## config.mk

```make
export PLATFORM = sky130hd
export DESIGN_NAME = time_of_day_counter
export DESIGN_NICKNAME = d
export VERILOG_FILES = /design/src/rtl/time_of_day_counter.sv
export SDC_FILE = /design/constraint.sdc
export NUM_CORES = 1
export LEC_CHECK = 0
export CAP_MARGIN = 10
export CORE_ASPECT_RATIO = 0.8
export CORE_UTILIZATION = 35
export CTS_BUF_LIST = sky130_fd_sc_hd__clkbuf_8 sky130_fd_sc_hd__clkbuf_16
export CTS_CLUSTER_SIZE = 8
export DETAILED_ROUTE_END_ITERATION = 8
export GPL_ROUTABILITY_DRIVEN = 0
export GPL_TIMING_DRIVEN = 0
export HOLD_SLACK_MARGIN = 0.05
export SYNTH_ARGS = -nofsm -noshare
export SYNTH_HDL_FRONTEND = slang
export SYNTH_SLANG_ARGS = --single-unit
```

## constraint.sdc

```tcl
create_clock -name clk -period 4.85 [get_ports clk]
set_input_delay 0.7275 -clock clk [delete_from_list [all_inputs] [get_ports clk]]
set_output_delay 0.7275 -clock clk [all_outputs]
set_load 0.01 [all_outputs]
```

## src/rtl/time_of_day_counter.sv

```systemverilog
// Wall-clock hours/minutes/ticks counter driven by a one-cycle tick strobe.
// Optional day/night flag outputs are enabled by the DAY_NIGHT_FLAG_EN macro.
//
// Ports:
//   clk, reset            rising-edge clock, synchronous active-high reset
//   tickIn                one-cycle strobe per simulated second
//   loadEn                load loadHours/loadMinutes (seconds cleared)
//   loadHours[4:0]        hour to load, 0..23
//   loadMinutes[5:0]      minute to load, 0..59
//   hoursOut[4:0]         current hour 0..23
//   minutesOut[5:0]       current minute 0..59
//   secondsOut[5:0]       current tick 0..TICKS_PER_MINUTE-1
//   hourTick              pulse when the hour advances
//   dayRollover           pulse when the hour wraps 23 -> 0
//   loadErr               pulse when a load is rejected
//   dayOut                (DAY_NIGHT_FLAG_EN) 1 for hours 6..19
//   dayNightChange        (DAY_NIGHT_FLAG_EN) pulse when dayOut toggles
module time_of_day_counter #(
  parameter int TICKS_PER_MINUTE = 60,
  parameter int RESET_HOUR       = 6
) (
  input  logic       clk,
  input  logic       reset,
  input  logic       tickIn,
  input  logic       loadEn,
  input  logic [4:0] loadHours,
  input  logic [5:0] loadMinutes,
  output logic [4:0] hoursOut,
  output logic [5:0] minutesOut,
  output logic [5:0] secondsOut,
  output logic       hourTick,
  output logic       dayRollover,
  output logic       loadErr
`ifdef DAY_NIGHT_FLAG_EN
  ,
  output logic       dayOut,
  output logic       dayNightChange
`endif
);

  localparam logic [5:0] SecMax  = 6'(TICKS_PER_MINUTE - 1);
  localparam logic [4:0] RstHour = 5'(RESET_HOUR);

  logic       loadOk;
  logic [4:0] nextHour;
  logic [5:0] nextMin;
  logic [5:0] nextSec;
  logic       nextHourTick;
  logic       nextDayRoll;
  logic       nextLoadErr;

  assign loadOk = (loadHours <= 5'd23) && (loadMinutes <= 6'd59);

  // A rejected load still blocks a coincident tick.
  always_comb begin
    nextHour     = hoursOut;
    nextMin      = minutesOut;
    nextSec      = secondsOut;
    nextHourTick = 1'b0;
    nextDayRoll  = 1'b0;
    nextLoadErr  = 1'b0;
    if (loadEn) begin
      if (loadOk) begin
        nextHour = loadHours;
        nextMin  = loadMinutes;
        nextSec  = 6'd0;
      end else begin
        nextLoadErr = 1'b1;
      end
    end else if (tickIn) begin
      if (secondsOut >= SecMax) begin
        nextSec = 6'd0;
        if (minutesOut >= 6'd59) begin
          nextMin      = 6'd0;
          nextHourTick = 1'b1;
          if (hoursOut >= 5'd23) begin
            nextHour    = 5'd0;
            nextDayRoll = 1'b1;
          end else begin
            nextHour = hoursOut + 5'd1;
          end
        end else begin
          nextMin = minutesOut + 6'd1;
        end
      end else begin
        nextSec = secondsOut + 6'd1;
      end
    end
  end

  always_ff @(posedge clk) begin
    if (reset) begin
      hoursOut    <= RstHour;
      minutesOut  <= 6'd0;
      secondsOut  <= 6'd0;
      hourTick    <= 1'b0;
      dayRollover <= 1'b0;
      loadErr     <= 1'b0;
    end else begin
      hoursOut    <= nextHour;
      minutesOut  <= nextMin;
      secondsOut  <= nextSec;
      hourTick    <= nextHourTick;
      dayRollover <= nextDayRoll;
      loadErr     <= nextLoadErr;
    end
  end

`ifdef DAY_NIGHT_FLAG_EN
  localparam logic RstDay =
    (RESET_HOUR >= 6) && (RESET_HOUR <= 19);

  logic nextDay;

  // Decoded from the next-state hour so the flag lines up with hoursOut.
  assign nextDay = (nextHour >= 5'd6) && (nextHour <= 5'd19);

  always_ff @(posedge clk) begin
    if (reset) begin
      dayOut         <= RstDay;
      dayNightChange <= 1'b0;
    end else begin
      dayOut         <= nextDay;
      dayNightChange <= nextDay ^ dayOut;
    end
  end
`endif

endmodule
```

Yosys cells after proc, flatten, opt, wreduce, memory -nomap -nowiden. Cells that the tools add are included.

Add/subtract/negate cells: 3. $lt $le $gt $ge: 5. Equality and inequality tests: 1. Multiplexer cells: 18. Bitwise gates (word level): 4. Reductions and logical operators: 10.

Operators with widths (count): $mux 6 (9); $mux 5 (6); $add 6x1->6 const B (2); $ge 6x6->1 const B (2); $le 6x6->1 const B (1); $reduce_bool 2->1 (3); $add 5x1->5 const B (1); $ge 5x5->1 const B (1); $le 5x5->1 const B (1); $reduce_or 5->1 (1); $not 1->1 (4); $reduce_and 4->1 (1); $reduce_or 4->1 (1); $mux 1 (3); $reduce_and 3->1 (1); $ne 2x1->1 const B (1); $reduce_and 2->1 (1); $reduce_or 2->1 (1); $logic_and 1x1->1 (1).

Bits in registers: 20. Input bits: 15. Output and inout port bits: 20. Logic and storage cells: 47.

Depth between registers and ports, before layout.
Depth in word-level cells: 6. Depth in mapped cells: 6. Gate-level depth less buffers: 5.

Worst setup path after synthesis. No wires, ideal clock.

Kind: input to register. Start: input loadEn. End: register hoursOut[3]. Library setup time: 79 ps. Arrival time: 1668 ps. Data required time: 4771 ps. Path slack: 3103 ps. Stages on the path: 6. Path buffers: 2. Cells stage by stage: buf_2 a21boi_4 a32o_2 buf_6 a21oi_2 a211oi_2.

Longest elaborated chain between the ends: 2. Elaborated cells on any way between the ends: 6. Classes of those cells: eq/ne (1); mux (1); reduce/logical (4).

Ends and longest elaborated chain: from (decl) (RTL line 25) `input logic loadEn,`; $ne 2x1->1 (no line) / $reduce_bool 2->1 (equally long branches); $reduce_and 4->1 (no line); to (signal assigned) (RTL line 93) `hoursOut <= RstHour;`; to (signal assigned) (RTL line 100) `hoursOut <= nextHour;`; to (decl) (RTL line 28) `output logic [4:0] hoursOut,`.

Several ways; a longest one is shown, not always the timed one. A chain may end at the register's enable or synchronous reset.

Final worst setup path.
Start: register minutesOut[2]. End: output minutesOut[2].

RTL lines: from (decl) (RTL line 29) `output logic [5:0] minutesOut,`; from (signal assigned) (RTL line 101) `minutesOut <= nextMin;`.

No word-level cell between the ends.

==> summary.md <==
| Metric | Value |
|---|---|
| Clock latency on the worst-skew pair | `0.26 ns` |
| Top_reg_cell synth | `dfxtp_1` |
| Post-layout min period | `2.08 ns` |
| Initial Util | `37.5%` |
| Final slew viol count | `0` |
| Initial antenna violation count | `0` |
| Synth Net Count | `157` |
| Endpoints failing hold | `0` |
| Worst R2R Setup Slack | `3.14 ns` |
| CTS max path bufs | `2` |
| Die H | `54.0 um` |
| Most common cell in the netlist | `dfxtp_1` |
| Fmax | `480 MHz` |
| R2R depth | `6` |
| Top cells by area, synth | `dfxtp_1 (34%), a21oi_1 (4.2%), nand2_1 (3.5%), nand3_1 (3.4%), nor3_1 (3.4%)` |
| Post-synth top area cell | `dfxtp_1` |
| Setup TNS | `0 ns` |
| Port Buffer Count | `33` |
| Antenna Cells | `0` |
| Number of buffers created by CTS | `3` |
| CP bufs+invs | `1` |
| Site row count | `18` |
| CTS clk-pin slew, worst paths | `0.08 ns` |
| Final period utilization | `42.9%` |
| Critical path's slowest cell | `clkdlybuf4s50_1` |
| Vias in the first global route | `1087` |
| Hold EP | `secondsOut[1]$_SDFFE_PP0P_` |
| Mapped cell area | `1180 sq um` |
| DRC | `0` |
| Post-route ant nets | `0` |
| Die area | `3620 sq um` |
| Hold Path Stages | `2` |
| H-tree depth | `1` |
| Pwr Total | `0.434 mW` |
| Post-Syn Instances | `139` |
| Reg2reg start | `secondsOut[0]$_SDFFE_PP0P_` |
| Final wirelength | `3.11 mm` |
| PwrDens | `265 nW/um^2` |
| Hold path startpoint | `secondsOut[1]$_SDFFE_PP0P_` |
| Worst hold path class | `register to register` |
| Largest family of logic cells by synthesized area | `compound AO/OA/AOI/OAI gates` |
| Number of vias per cell | `5.69` |
| Clock root buffer | `clkbuf_8` |
| Routed vias | `1230` |
| Core Area | `3150 sq um` |
| CP cell instances | `clkdlybuf4s50_1` |
| Wirelength per Cell | `14.4 um` |
| Setup Buffers After CTS | `0` |
| Worst setup EP type | `output port` |
| Detailed Routing Iterations Pass 1 | `4` |
| Status | `complete, no violations` |
| Mux contribution to synthesized area | `0%` |
| Yosys reg bits | `20` |
| Ys Warns | `0` |
| Crit path DAT | `1.36 ns` |
| Max-slew headroom | `64.7%` |
| Total Nets Final | `195` |
| Sequential area share after synthesis | `33.9%` |
| Max-cap viol count | `0` |
| Synth cell types | `47` |
| Gr ovfl total | `0` |
| Worst setup margin | `2.77 ns` |
| Clock sink count | `20` |
| CTS tree | `built` |
| Crit Path Max Fanout | `9` |
| Top Ports | `35` |
| Worst setup path category | `register to output port` |
| EDFF count, synth | `0` |
| Die Width | `67.0 um` |
| Final setup violating endpoints | `0` |
| First-pass GRT wire length | `5.02 mm` |
| Post-synth top area share | `33.9%` |
| Crit-path max cell delay | `0.60 ns` |
| CP delay by family, top | `buffers and inverters` |
| Worst IR Drop VDD | `0.189 mV` |
| Synth async-reset ratio | `0%` |
| R2r endpoint | `hoursOut[4]$_SDFFE_PP0P_` |
| Initial DRC Count | `80` |
| P&R area growth vs syn | `38.2%` |
| RSZ-0062 raised after global routing | `no` |
| Avg Cell Area, Syn | `8.51 sq um` |
| Least-Margin Pin Slew | `0.529 ns` |
| Setup Skew | `0.00602 ns` |
| Largest net degree at the start of global routing | `13` |
| Critical path required time | `4.12 ns` |
| Hpwl dp | `2.23 mm` |
| Gates resized, CTS repair | `0` |
| Post-synthesis adder-cell area fraction | `3.17%` |
| Area fraction in compound gates after synthesis | `32.8%` |
| Gr usage total | `18.4%` |
| Synth Area in Simple Gates | `23.4%` |
| Cts-stage hold buffer count | `0` |
| Synth cell count leaders | `dfxtp_1 (20), nand2_1 (11), a21oi_1 (10)` |
| XOR/XNOR share of the synthesized area | `2.22%` |
| Pre-CTS WS | `2.53 ns` |
| Layout cell share with drive strength beyond 1 | `10.8%` |
| Startpoint Class | `register` |
| Final Core Density | `51.8%` |
| Static Leak | `0.570 nW` |
-- registers in the layout, summed over array words and instances, names as in the netlist --
| signal | cells |
|---|---|
| minutesOut | 6 |
| secondsOut | 6 |
| hoursOut | 5 |
| dayRollover | 1 |
| hourTick | 1 |
| loadErr | 1 |
-- tightest hold or removal path, cell delays in order (launching register included) --
cell and delay (ns):
dfxtp_1 0.36, nand3_1 0.08, a21oi_1 0.06
-- final cells by class --
cell class              instances  area, sq um
fillers                       301         1520
multi-input cells             107          728
flip-flops and latches         20          400
repair buffers                 33          330
well taps                      40         50.0
clock buffers                   3         41.3
plain buffers                   7         35.0
clock inverters                 1         30.0
inverters                       5         18.8
-- cell usage in the layout (no fill, tap or decap), drive strengths merged, types with 3 or more instances in the layout --
cell / Yosys / final
clkdlybuf4s50: 0 / 33
dfxtp: 20 / 20
nand2: 11 / 11
a21oi: 11 / 11
nand3: 8 / 8
o21ai: 8 / 8
nor2: 8 / 8
nor3: 8 / 8
clkbuf: 5 / 8
a211oi: 6 / 6
inv: 5 / 5
nand2b: 3 / 3
a31oi: 3 / 3
xor2: 3 / 3
ha: 3 / 3
-- logic make-up (layout without fill, tap and decap cells) --
logic type,after synthesis,in the layout
AND/OR/NAND/NOR,52,52
buffers and inverters,12,49
XOR/XNOR,3,3
AO/OA/AOI/OAI,49,49
flip-flops,20,20
adder cells (fa/ha/maj),3,3
-- per-stage QoR --
| stage | cells | area [sq um] | hold slack [ns] |
|---|---|---|---|
| global route | 216 | 1630 | 0.577 |
| CTS | 216 | 1630 | 0.540 |
| global placement | 212 | 1560 | 0.536 |
| finish | 216 | 1630 | 0.550 |
| floorplan | 139 | 1180 | 0.533 |
| detailed placement | 212 | 1560 | 0.525 |
-- report_power, final --
| group | leakage [nW] | switching (mW) | internal [mW] |
|---|---|---|---|
| logic | 0.372 | 0.0393 | 0.0427 |
| registers | 0.163 | 0.0104 | 0.171 |
| clock network | 0.0357 | 0.0597 | 0.110 |
-- layer usage --
layer,vias up,GRT usage (%),wire length [um]
met2,41,28.3,1340
met4,0,6.38,32
met5,-,0,0
met3,5,4.03,161
li1,606,-,-
met1,578,25.2,1580
-- how the worst max path moves through the flow --
| stage | start | to | slack [ns] | depth (start not counted) |
|---|---|---|---|---|
| after global placement | loadMinutes[5] | hoursOut[4]$_SDFFE_PP0P_ | 2.56 | 6 |
| after CTS | secondsOut[3]$_SDFFE_PP0P_ | secondsOut[3] | 2.78 | 1 |
| after global routing | minutesOut[2]$_SDFFE_PP0P_ | minutesOut[2] | 2.70 | 1 |
| after detailed placement | loadMinutes[5] | hoursOut[4]$_SDFFE_PP0P_ | 2.53 | 6 |
| after floorplan | loadEn | hoursOut[3]$_SDFFE_PP0P_ | 3.10 | 6 |
| final | minutesOut[2]$_SDFFE_PP0P_ | minutesOut[2] | 2.77 | 1 |
No activity file was read; power rests on OpenSTA's default activity.
